[src/rtl/mux_scan_ctrl.sv]
// Scan sequencer for the NUM_CH:1 select path: steps sel, samples mux_y per channel, emits a packed word.
// Optional even-parity output out_par enabled by defining MUX_SCAN_PARITY_EN.
module mux_scan_ctrl #(
    parameter int unsigned NUM_CH = 10,
    parameter int unsigned SEL_W  = 4,
    parameter int unsigned SETTLE = 2
) (
    input  logic              clk,
    input  logic              rst_n,
    input  logic              start,
    input  logic              cont,
    input  logic              abort,
    input  logic              mux_y,
    output logic [SEL_W-1:0]  sel,
    output logic [NUM_CH-1:0] out_data,
    output logic              out_valid,
    input  logic              out_ready,
    output logic              busy
`ifdef MUX_SCAN_PARITY_EN
    ,
    output logic              out_par
`endif
);

    localparam int unsigned CNT_W = $clog2(SETTLE) + 1;
    localparam logic [CNT_W-1:0] CNT_LAST = CNT_W'(SETTLE - 1);
    localparam logic [SEL_W-1:0] SEL_LAST = SEL_W'(NUM_CH - 1);

    typedef enum logic [1:0] {
        S_IDLE,
        S_SETTLE,
        S_HOLD
    } state_t;

    state_t              state;
    logic [CNT_W-1:0]    cnt;
    // The last channel goes straight into out_data, so only NUM_CH-1 samples are shadowed.
    logic [NUM_CH-2:0]   shadow;
    logic [NUM_CH-1:0]   word_c;

    assign word_c = {mux_y, shadow};

    always_ff @(posedge clk or negedge rst_n) begin
        if (!rst_n) begin
            state     <= S_IDLE;
            sel       <= '0;
            cnt       <= '0;
            shadow    <= '0;
            out_data  <= '0;
            out_valid <= 1'b0;
            busy      <= 1'b0;
`ifdef MUX_SCAN_PARITY_EN
            out_par   <= 1'b0;
`endif
        end else if (abort) begin
            state     <= S_IDLE;
            sel       <= '0;
            cnt       <= '0;
            out_valid <= 1'b0;
            busy      <= 1'b0;
        end else begin
            case (state)
                S_IDLE: begin
                    if (start) begin
                        state  <= S_SETTLE;
                        sel    <= '0;
                        cnt    <= '0;
                        shadow <= '0;
                        busy   <= 1'b1;
                    end
                end
                S_SETTLE: begin
                    if (cnt == CNT_LAST) begin
                        cnt <= '0;
                        if (sel == SEL_LAST) begin
                            out_data  <= word_c;
                            out_valid <= 1'b1;
                            sel       <= '0;
                            state     <= S_HOLD;
`ifdef MUX_SCAN_PARITY_EN
                            out_par   <= ^word_c;
`endif
                        end else begin
                            shadow[sel] <= mux_y;
                            sel         <= sel + SEL_W'(1);
                        end
                    end else begin
                        cnt <= cnt + CNT_W'(1);
                    end
                end
                S_HOLD: begin
                    // Continuous mode restarts at channel 0 on the handshake edge itself.
                    if (out_valid && out_ready) begin
                        out_valid <= 1'b0;
                        if (cont) begin
                            state  <= S_SETTLE;
                            cnt    <= '0;
                            shadow <= '0;
                        end else begin
                            state <= S_IDLE;
                            busy  <= 1'b0;
                        end
                    end
                end
                default: begin
                    state <= S_IDLE;
                    busy  <= 1'b0;
                end
            endcase
        end
    end

endmodule

[config.mk]
export PLATFORM = sky130hd
export DESIGN_NAME = mux_scan_ctrl
export DESIGN_NICKNAME = d
export VERILOG_FILES = /design/src/rtl/mux_scan_ctrl.sv
export SDC_FILE = /design/constraint.sdc
export NUM_CORES = 1
export LEC_CHECK = 0
export ABC_AREA = 1
export CORE_ASPECT_RATIO = 1.4
export CORE_MARGIN = 1.5
export CORE_UTILIZATION = 40
export CTS_CLUSTER_SIZE = 8
export DETAILED_ROUTE_END_ITERATION = 6
export SLEW_MARGIN = 5
export SYNTH_ARGS = -nofsm -noshare
export SYNTH_HDL_FRONTEND = slang
export SYNTH_SLANG_ARGS = --single-unit
export TNS_END_PERCENT = 50
[constraint.sdc]
create_clock -name clk -period 2.65 [get_ports clk]
set_clock_uncertainty 0.1 [all_clocks]
set_input_delay 0.795 -clock clk [delete_from_list [all_inputs] [get_ports clk]]
set_output_delay 0.795 -clock clk [all_outputs]
set_load 0.005 [all_outputs]
# [Yosys cells after proc, flatten, opt, wreduce, memory -nomap -nowiden]
# Cells that the tools add are included.
[totals] reg_bits=29 latchBits=0 mem_bits_rw=0 romBits=0 input_bits=7 output_inout_bits=16 n_memories=0
[op_classes] addsub=2 multipliers=0 div_mod_pow=0 n_lt_le_gt_ge=2 eq_ne=16 n_shift=0 mux=37 n_bitwise=1 n_reduce_logical=14
[ops] operator="9-bit two-way mux" count=5
[ops] operator="9-bit case mux with 3 select lines" count=1
[ops] operator="2-bit two-way mux" count=10
[ops] operator="4-bit AND reduction" count=5
[ops] operator="3-bit != test, second input constant" count=6
[ops] operator="4-bit two-way mux" count=4
[ops] operator="2-bit != test, second input constant" count=6
[ops] operator="2-bit case mux with 3 select lines" count=2
[ops] operator="1-bit two-way mux" count=10
[ops] operator="9-bit bitwise mux" count=1
[ops] operator="3-bit nonzero test" count=3
[ops] operator="4-bit case mux with 2 select lines" count=1
[ops] operator="7-bit AND reduction" count=1
[ops] operator="4-bit by 5-bit < comparator with 1-bit output, second input constant" count=1
[ops] operator="4-bit by 1-bit adder with 4-bit output, second input constant" count=1
[ops] operator="1-bit demux with 4-bit select" count=1
[ops] operator="2-bit by 1-bit == test with 1-bit output, second input constant" count=2
[ops] operator="4-bit == test, second input constant" count=1
[ops] operator="4-bit by 1-bit >= comparator with 1-bit output, second input constant" count=1
[ops] operator="4-bit nonzero test" count=1
[ops] operator="1-bit case mux with 3 select lines" count=1
[ops] operator="3-bit AND reduction" count=1
[ops] operator="2-bit by 1-bit adder with 2-bit output, second input constant" count=1
[ops] operator="2-bit == test, second input constant" count=1
[ops] operator="4 further kinds" count=5

# [Longest topological paths before layout]
# Gate-level depths: netlist of the first run.
[depth] depth_word=8 ltp_mapped=9 depth_no_buf=9

# [Worst setup path before layout of the first run]
# OpenSTA, ideal clock, no wires.
[synth_timing] kind="input to register" from="input port start" to="register shadow[5]" setup_ps=117 arrival_ps=1442 required_ps=2433 setup_slack_ps=991 stages=7 cell_sequence="nand3b_4 > nand2_4 > nor2_4 > buf_6 > nand3_2 > nand2_1 > nand2_1"
[synth_via] elab_chain_len=2
[synth_lines] item="start: declaration" line_no="10" text="input logic start,"
[synth_lines] item="2-bit != test (no source line)"
[synth_lines] item="7-bit AND reduction (no source line)"
[synth_lines] item="end signal: indexed assignment" line_no="84" text="shadow[sel] <= mux_y;"
[synth_lines] item="end: declaration" line_no="38" text="logic [NUM_CH-2:0] shadow;"
# No other way between the ends.
# A chain may end at the register's enable or synchronous reset.

# [Worst setup path after layout of the first run]
[layout_timing] from="register sel[1]" to="output port sel[1]"
[layout_lines] item="start: declaration" line_no="14" text="output logic [SEL_W-1:0] sel,"
[layout_lines] item="start signal: assignment" line_no="85" text="sel <= sel + SEL_W'(1);"
# No word-level cell between the ends.

==> results.md, run 1 <==
- Core Rows: 27
- Die width: about 57 um
- Worst-skew pair later-pin latency: 0.29 ns
- Synth cell types: 22
- Final hold vios: 0
- Leak: 1.00 nW
- Post-synthesis adder-cell area fraction: 0
- Initial core utilization: 0.419
- Pint: about 0.84 mW
- Post-CTS Hold Buffers: 0
- Hold path start: out_data[8]
- Post-synthesis compound-gate area fraction: 0.0595
- Layout cells sized above 1: 0.136
- Antenna violations before repair: 0
- Pins Over Slew Limit: 0
- Via Count: roughly 1400
- CTS root buffer: clkbuf_8
- Vias in the first global route: 1343
- Inserted Clock Buffers: 5
- Tot Pwr: about 1.4 mW
- Final cycle utilization of the critical path: 0.808
- Synth Cell Area: approximately 0.0016 mm^2
- Fin nets: 242
- Critical path peak fanout: 6
- Largest family of logic cells by synthesized area: simple AND/OR/NAND/NOR gates
- Peak Freq: 0.467 GHz
- Delay-heaviest family, CP: buffers and inverters
- Finished Layout Cells: between 200 and 300
- Worst hold path type: flop to flop
- Seq cells post-synth: 29
- Mapped Nets: approximately 220
- Sequential share of power: 0.387
- Combinational Power Share: 0.357
- Worst r2r src: state[1]
- H-tree Lvls: 2
- Pwr Density: about 700 mW/mm^2
- CORE AREA: roughly 0.004 mm^2
- Final core utilization: 0.499
- Global-route wire length before repair: 6060 um
- Commonest non-fill, non-tap cell in the layout: nand2_1
- Crit path time final: 2.14 ns
- Slew HR: 0.706
- IO Port Bufs: 22
- CTS tree: built
- Post-Synthesis Cells: between 200 and 250
- Drt drc: 0
- Avg WL per Cell: roughly 12 um
- Sink of the worst hold path: out_data[8]
- Setup Buffers After CTS: 0
- Max Cap Violations: 0
- Clock Power Share: 0.256
- Clock transition at the registers of the reported paths: roughly 0.060 ns
- Die area: about 0.0045 mm^2
- Commonest non-fill, non-tap cells in the layout: nand2_1 (69), dfrtp_1 (29), nand3_1 (23), clkdlybuf4s50_1 (22), nor2_1 (15)
- Crit-path slowest cell: clkdlybuf4s50_1
- Fill cells: between 400 and 500
- ANT cells: 0
- Mean area per synthesized cell: about 7.8 um^2
- Slew @ Worst Pin: 0.441 ns
- VDD IR max: between 0.0004 and 0.0005 V
- Routed Antenna Nets: 0
- XOR/XNOR Fraction of Synth Area: 0
- Setup Viol. Count Final: 0
- Placed Cells: about 270
- R2R setup slack: 0.87 ns
- Hold Path Cell Cnt: 2
- Pre-antenna DRT Iters: 4
- CP Data Required Time: approximately 1.8 ns
- CTS Sinks: 29
- RD Place Congestion: approximately 0.86
- GRT overflow: 0
- CTS Buffer Depth: 2
- Yosys warns: 0
- RSZ-0062 raised after global routing: false
- Critical path buffers and inverters: 1
- Initial DRC Count: 44
- Via-per-instance ratio: about 5
- Reg2reg end: shadow[0]
- Worst hold slack: between 0.3 and 0.4 ns
- Proportion of synthesized area in mux cells: 0
- Crit path DAT: approximately 1.3 ns
- Crit start category: flop
- Crit path largest cell delay: ~0.53 ns
- DP HPWL: 2410 um
- Simple-gate share of the synthesized area: 0.415
- Worst setup path class: flop to primary output
- GRT Util Overall: 0.177
- CP cell instances: clkdlybuf4s50_1
- Status: finished, final reports clean
- Final TNS setup: 0 ns
- NetSw: 0.531 mW
- # IOs: 23
- Layout area overhead: 19.1%
- CP endpoint kind: primary output
- Largest net degree at the start of global routing: 30
- Routed WL: ~3400 um
- Switching Fraction: 0.388
- Die span in y: between 70 and 80 um
- Cts repair resizes: 0
- Worst-case reg-to-reg path depth: 7
- Post-synthesis sequential area ratio: 0.442
==> per-stage QoR <==
step | worst slack, ns | cell area (um^2)
6_report | 0.509 | 1960
5_1_grt | 0.405 | 1960
4_1_cts | 0.484 | 1960
3_5_place_dp | 0.251 | 1870
2_1_floorplan | 0.991 | 1640
3_3_place_gp | 0.276 | 1870
==> worst max path at each step <==
stage,from,endpoint,slack [ns],depth (start not counted)
4_1_cts,sel[1],sel[1],0.48,1
5_1_grt,abort,shadow[0],0.41,7
3_3_place_gp,abort,shadow[0],0.28,7
2_1_floorplan,start,shadow[5],0.99,7
3_5_place_dp,abort,shadow[0],0.25,7
6_report,sel[1],sel[1],0.51,1
==> registers in the layout, summed over array words and instances, names as in the netlist <==
signal / flops
cnt: 2
sel: 4
shadow: 9
out_data: 10
busy: 1
state: 2
out_valid: 1
==> cells in the mapped netlist <==
| cell | n | share of area |
|---|---|---|
| a31oi_1 | 2 | 0.0076 |
| o211ai_1 | 1 | 0.0046 |
| nor2_2 | 6 | 0.023 |
| nand4_1 | 13 | 0.050 |
| clkbuf_1 | 1 | 0.0023 |
| dfrtp_1 | 29 | 0.44 |
| nand3b_4 | 1 | 0.012 |
| nand3_2 | 2 | 0.012 |
| inv_8 | 1 | 0.0069 |
| nor2_1 | 15 | 0.034 |
| o21ai_1 | 1 | 0.0030 |
| o21ai_0 | 13 | 0.040 |
| o21bai_1 | 1 | 0.0046 |
| nand2_4 | 3 | 0.021 |
| nand2_2 | 4 | 0.015 |
| nand2_1 | 69 | 0.16 |
| clkbuf_2 | 1 | 0.0030 |
| buf_6 | 5 | 0.034 |
| inv_2 | 2 | 0.0046 |
| nand3_1 | 23 | 0.070 |
| nor2_4 | 3 | 0.021 |
| inv_1 | 14 | 0.032 |
==> cell families after synthesis <==
| group | Yosys count |
|---|---|
| AOI/OAI and AO/OA | 18 |
| buffers and inverters | 24 |
| DFF | 29 |
| and+or+nand+nor | 139 |
==> power by group through the flow <==
stage               clock network [mW]  registers (mW)  logic [mW]
floorplan                            0           0.532       0.380
global placement                     0           0.537       0.489
detailed placement                   0           0.537       0.490
CTS                              0.367           0.530       0.492
global route                     0.379           0.536       0.553
finish                           0.350           0.529       0.487
==> cell type report <==
| type | instances | area, um^2 | share of cell area |
|---|---|---|---|
| clock buffer | 6 | 72.6 | 0.0371 |
| clock inverter | 2 | 10.0 | 0.00512 |
| inverter | 17 | 71.3 | 0.0365 |
| multi-input combinational | 157 | 779 | 0.399 |
| sequential | 29 | 726 | 0.371 |
| tap | 43 | 53.8 | 0.0275 |
| timing repair buffer | 25 | 243 | 0.124 |
==> per-layer routing <==
metal / share of wire / track usage / up-vias / wire length (um)
li1: - / - / 734 / -
met1: 0.43 / 0.201 / 617 / 1480
met2: 0.48 / 0.289 / 29 / 1660
met3: 0.036 / 0.0407 / 13 / 124
met4: 0.045 / 0.123 / 0 / 154
met5: 0 / 0 / - / 0
No activity file was read; power rests on OpenSTA's default activity.
==> inputs of run 2 (changes only) <==
- clock period: 2.65 -> 1.9 ns (I/O delays scaled with it)
==> results.md, run 2 (synthesis gave the netlist of run 1 again) <==
- CTS Sinks: 29 (unchanged)
- Crit path largest cell delay: 0.52 ns (about the same)
- NetSw: 0.752 mW (+42%)
- Die area: 0.00450 mm^2 (unchanged)
- DP HPWL: 2610 um (+8.0%)
- Final cycle utilization of the critical path: 0.965
- Max Cap Violations: 0 (unchanged)
- Pint: 1.24 mW (+48%)
- CTS root buffer: clkbuf_8
- RD Place Congestion: 0.859 (about the same)
- Via-per-instance ratio: 5.00 (about the same)
- Routed Antenna Nets: 0 (unchanged)
- Crit path DAT: 1.16 ns (-0.09 ns)
- Tot Pwr: 1.99 mW (+45%)
- Final core utilization: 0.520 (+0.0214)
- Die width: 57.1 um (unchanged)
- Peak Freq: 0.545 GHz
- RSZ-0062 raised after global routing: false
- ANT cells: 0 (unchanged)
- Crit-path slowest cell: clkdlybuf4s50_1
- Via Count: 1434 (+2.9%)
- Drt drc: 0 (unchanged)
- Largest net degree at the start of global routing: 30 (unchanged)
- Worst-skew pair later-pin latency: 0.28 ns (about the same)
- Post-CTS Hold Buffers: 0 (unchanged)
- Worst setup path class: flop to primary output
- Area occupied by registers: 727 um^2 (+0.17%)
- Setup Viol. Count Final: 0 (unchanged)
- Commonest non-fill, non-tap cell in the layout: nand2_1
- Placed Area: 0.00195 mm^2 (+4.1%)
- Clock transition at the registers of the reported paths: 0.06 ns (about the same)
- Largest register by flop count: out_data
- Pwr Density: 975 mW/mm^2 (+39%)
- Antenna violations before repair: 0 (unchanged)
- Worst hold slack: 0.365 ns (-0.00211 ns)
- Layout cells sized above 1: 0.168 (+0.0324)
- GRT Util Overall: 0.176 (-0.000997)
- # IOs: 23 (unchanged)
- Setup ws final: 0.0659 ns (-0.443 ns)
- WP depth: 1 (unchanged)
- Final TNS setup: 0 ns (unchanged)
- Status: finished, final reports clean
- Final hold vios: 0 (unchanged)
- IO Port Bufs: 22 (unchanged)
- Multi-input combinational cell area: 779 um^2 (unchanged)
- Initial core utilization: 0.419 (unchanged)
- Commonest non-fill, non-tap cells in the layout: nand2_1 (69), dfrtp_1 (28), nand3_1 (23), clkdlybuf4s50_1 (20), nor2_1 (15)
- Worst-case reg-to-reg path depth: 8 (+1)
- CP cell instances: clkdlybuf4s50_1
- CORE AREA: 0.00392 mm^2 (unchanged)
- VDD IR max: 0.000865 V (+77%)
- Crit path time final: 1.83 ns
- CP Data Required Time: 1.23 ns (-0.53 ns)
- H-tree Lvls: 2 (unchanged)
- Critical path peak fanout: 3 (-3)
- Sequential share of power: 0.370 (-0.017)
- Critical path buffers and inverters: 1 (unchanged)
- Pins Over Slew Limit: 0 (unchanged)
- Finished Layout Cells: 287 (+2.9%)
- Slew HR: 0.711 (+0.00553)
- Biggest registers after layout: out_data (10), shadow (9), sel (4)
- Core Rows: 27 (unchanged)
- Initial DRC Count: 44 (unchanged)
- Fill cells: 392 (-4.6%)
- Slew @ Worst Pin: 0.433 ns (-0.00781 ns)
- Final Instance Area: 0.00204 mm^2 (+4.3%)
- Vias in the first global route: 1363 (+1.5%)
- GRT overflow: 0 (unchanged)
- Avg WL per Cell: 12.1 um (-0.85%)
- Pre-CTS WS: -0.0286 ns (-0.280 ns)
- Delay-heaviest family, CP: buffers and inverters
- CTS tree: built
- Worst hold path type: flop to flop
- CTS Buffer Depth: 2 (unchanged)
- Max reg flops: 10 (unchanged)
- Placed Cells: 278 (+2.6%)
- Routed WL: 3480 um (+2.0%)
- Global-route wire length before repair: 6170 um (+1.8%)
- Combinational Power Share: 0.390 (+0.033)
- Crit start category: flop
- Hold Path Cell Cnt: 2 (unchanged)
- Fin nets: 250 (+3.3%)
- Clock Power Share: 0.240 (-0.016)
- Inserted Clock Buffers: 5 (unchanged)
- Pre-antenna DRT Iters: 4 (unchanged)
- Die span in y: 78.8 um (unchanged)
- Switching Fraction: 0.378 (-0.0102)
- CP endpoint kind: primary output
- Leak: 1.06 nW (+5.6%)
- Layout area overhead: 24.2%
run 2: timing repair:
action | in CTS | in global routing
resized for setup | 3 | 0
setup endpoints to repair | 3 | 1
buffers inserted | 0 | 1
run 2: layout make-up:
cell class	count	area share
multi-input cells	157	0.382
clock inverters	2	0.00491
well taps	43	0.0264
clock buffers	6	0.0356
flip-flops and latches	29	0.356
repair buffers	33	0.160
inverters	17	0.0350
run 2: path summary, 6_finish.rpt:
check	start	endpoint	slack, ns
setup / recovery	sel[3]	sel[3]	0.07
hold / removal	out_data[4]	out_data[4]	0.37
setup reg to reg	state[1]	shadow[6]	0.35
hold reg to reg	out_data[4]	out_data[4]	0.37
max in group asynchronous	rst_n	sel[1]	0.84
min in group asynchronous	rst_n	out_data[2]	0.57
run 2: worst reg2reg max path: stages (launching register included):
cell and delay, ns:
dfrtp_1 0.61, nor2_2 0.11, nand2_2 0.11, nand2_4 0.07, nor2_4 0.12, buf_12 0.14, nand3_1 0.08, nand2_1 0.06
nand2_1 0.04
run 2: routing by layer:
metal | part of all wire | GRT usage | vias to the layer above
met5 | 0 | 0 | -
met4 | 0.015 | 0.0558 | 0
met3 | 0.039 | 0.0423 | 5
met2 | 0.53 | 0.329 | 26
met1 | 0.41 | 0.191 | 649
li1 | - | - | 754
run 2: power groups by stage:
stage | registers (mW) | logic (mW) | clock network (mW)
2_1_floorplan | 0.742 | 0.530 | 0
3_5_place_dp | 0.751 | 0.771 | 0
3_3_place_gp | 0.749 | 0.768 | 0
4_1_cts | 0.741 | 0.769 | 0.495
5_1_grt | 0.743 | 0.869 | 0.517
6_report | 0.735 | 0.775 | 0.477
==> inputs of run 3 (changes only) <==
- clock period: 1.9 -> 1.85 ns (I/O delays scaled with it)
==> results.md, run 3 (synthesis gave the netlist of run 1 again) <==
- Setup ws final: 0.0374 ns (-0.0284 ns)
- DP HPWL: 2560 um (-1.8%)
- Multi-input combinational cell area: 779 um^2 (unchanged)
- CTS Sinks: 29 (unchanged)
- Die span in y: 78.8 um (unchanged)
- Hold Path Cell Cnt: 2 (unchanged)
- Initial DRC Count: 58 (+32%)
- Final cycle utilization of the critical path: 0.980
- Via-per-instance ratio: 4.98 (-0.35%)
- H-tree Lvls: 2 (unchanged)
- Worst-case reg-to-reg path depth: 8 (unchanged)
- CORE AREA: 0.00392 mm^2 (unchanged)
- Pre-antenna DRT Iters: 4 (unchanged)
- # IOs: 23 (unchanged)
- Crit-path slowest cell: clkdlybuf4s50_1
- Critical path buffers and inverters: 1 (unchanged)
- Placed Area: 0.00196 mm^2 (+0.64%)
- CP endpoint kind: primary output
- Post-CTS Hold Buffers: 0 (unchanged)
- NetSw: 0.762 mW (+1.4%)
- Pwr Density: 984 mW/mm^2 (+1.0%)
- CTS tree: built
- Pre-CTS WS: -0.0572 ns (-0.0286 ns)
- Tot Pwr: 2.03 mW (+2.0%)
- Final Instance Area: 0.00206 mm^2 (+0.98%)
- VDD IR max: 0.000726 V (-16%)
- Leak: 1.07 nW (+0.93%)
- Area occupied by registers: 727 um^2 (unchanged)
- Fin nets: 251 (+0.40%)
- Die area: 0.00450 mm^2 (unchanged)
- Largest net degree at the start of global routing: 30 (unchanged)
- Delay-heaviest family, CP: buffers and inverters
- Biggest registers after layout: out_data (10), shadow (9), sel (4)
- Worst setup path class: flop to primary output
- Finished Layout Cells: 288 (+0.35%)
- Routed WL: 3410 um (-2.0%)
- Clock transition at the registers of the reported paths: 0.06 ns (about the same)
- Crit path DAT: 1.16 ns (about the same)
- Avg WL per Cell: 11.9 um (-2.3%)
- Layout area overhead: 25.5%
- Drt drc: 0 (unchanged)
- Worst hold slack: 0.366 ns (+0.000506 ns)
- Pins Over Slew Limit: 0 (unchanged)
- Vias in the first global route: 1399 (+2.6%)
- Worst r2r src: state[1]
- R2R setup slack: 0.31 ns (-0.04 ns)
- Worst-skew pair later-pin latency: 0.28 ns (about the same)
- GRT Util Overall: 0.178 (+0.00146)
- Sink of the worst hold path: out_data[8]
- Global-route wire length before repair: 6190 um (+0.34%)
- Initial core utilization: 0.419 (unchanged)
- Placed Cells: 278 (unchanged)
- Slew @ Worst Pin: 0.443 ns (+0.00936 ns)
- Layout cells sized above 1: 0.171 (+0.00340)
- Status: finished, final reports clean
- Reg2reg end: shadow[0]
- CTS root buffer: clkbuf_8
- RSZ-0062 raised after global routing: false
- Core Rows: 27 (unchanged)
- GRT overflow: 0 (unchanged)
- RD Place Congestion: 0.860 (+0.20%)
- Commonest non-fill, non-tap cells in the layout: nand2_1 (69), dfrtp_1 (28), nand3_1 (23), clkdlybuf4s50_1 (20), nor2_1 (15)
- Slew HR: 0.705 (-0.00624)
- ANT cells: 0 (unchanged)
- Switching Fraction: 0.376 (-0.00200)
- Hold path start: out_data[8]
- Worst hold path type: flop to flop
- Combinational Power Share: 0.385 (-0.005)
- Clock Power Share: 0.240 (about the same)
- Final hold vios: 0 (unchanged)
- Final TNS setup: 0 ns (unchanged)
- CP Data Required Time: 1.19 ns (-0.04 ns)
- CTS Buffer Depth: 2 (unchanged)
- Via Count: 1434 (unchanged)
- Pint: 1.26 mW (+2.3%)
- Crit path time final: between 1.5 and 2 ns
- Commonest non-fill, non-tap cell in the layout: nand2_1
- IO Port Bufs: 22 (unchanged)
- Crit path largest cell delay: 0.51 ns (about the same)
- Max Cap Violations: 0 (unchanged)
- CP cell instances: clkdlybuf4s50_1
- Setup Viol. Count Final: 0 (unchanged)
- Fill cells: 394 (+0.51%)
- Sequential share of power: 0.374 (+0.004)
- Die width: 57.1 um (unchanged)
- Largest register by flop count: out_data
- Routed Antenna Nets: 0 (unchanged)
- Final core utilization: 0.526 (+0.00511)
- Peak Freq: between 0.5 and 0.6 GHz
- Max reg flops: 10 (unchanged)
- Critical path peak fanout: 3 (unchanged)
- Crit start category: flop
- Antenna violations before repair: 0 (unchanged)
- Inserted Clock Buffers: 5 (unchanged)
## run 3: timing repair
item	CTS	global route
gates resized for setup	3	0
cloned	0	0
buffers inserted	1	1
setup endpoints to repair	3	1
## run 3: worst min-delay path, delay by kind of cell, from the launching register on
kind / cells / cell delay, ns
simple gates: 2 / 0.09
flops: 1 / 0.34
## run 3: layer usage
metal / GRT usage / up-vias / part of all wire
met5: 0 / - / 0
met2: 0.309 / 35 / 0.51
li1: - / 753 / -
met3: 0.0456 / 12 / 0.049
met1: 0.200 / 634 / 0.41
met4: 0.0814 / 0 / 0.028
## run 3: power groups by stage
stage	logic (mW)	clock network, mW	registers [mW]
2_1_floorplan	0.544	0	0.762
3_3_place_gp	0.792	0	0.770
3_5_place_dp	0.795	0	0.770
4_1_cts	0.788	0.504	0.760
5_1_grt	0.882	0.533	0.768
6_report	0.781	0.487	0.759
## run 3: worst max path at each step
| stage | start | to | slack [ns] | cells past startpoint |
|---|---|---|---|---|
| global route | sel[3] | sel[3] | 0.004 | 1 |
| finish | sel[3] | sel[3] | 0.04 | 1 |
| floorplan | start | shadow[5] | 0.43 | 7 |
| global placement | out_ready | shadow[0] | -0.06 | 9 |
| detailed placement | out_ready | shadow[0] | -0.06 | 9 |
| CTS | sel[3] | sel[3] | 0.03 | 1 |
## run 3: area by class of cell
type / count / area share
multi-input combinational: 157 / 0.378
sequential: 29 / 0.353
timing repair buffer: 34 / 0.168
clock buffer: 6 / 0.0352
inverter: 17 / 0.0346
tap: 43 / 0.0261
clock inverter: 2 / 0.00486
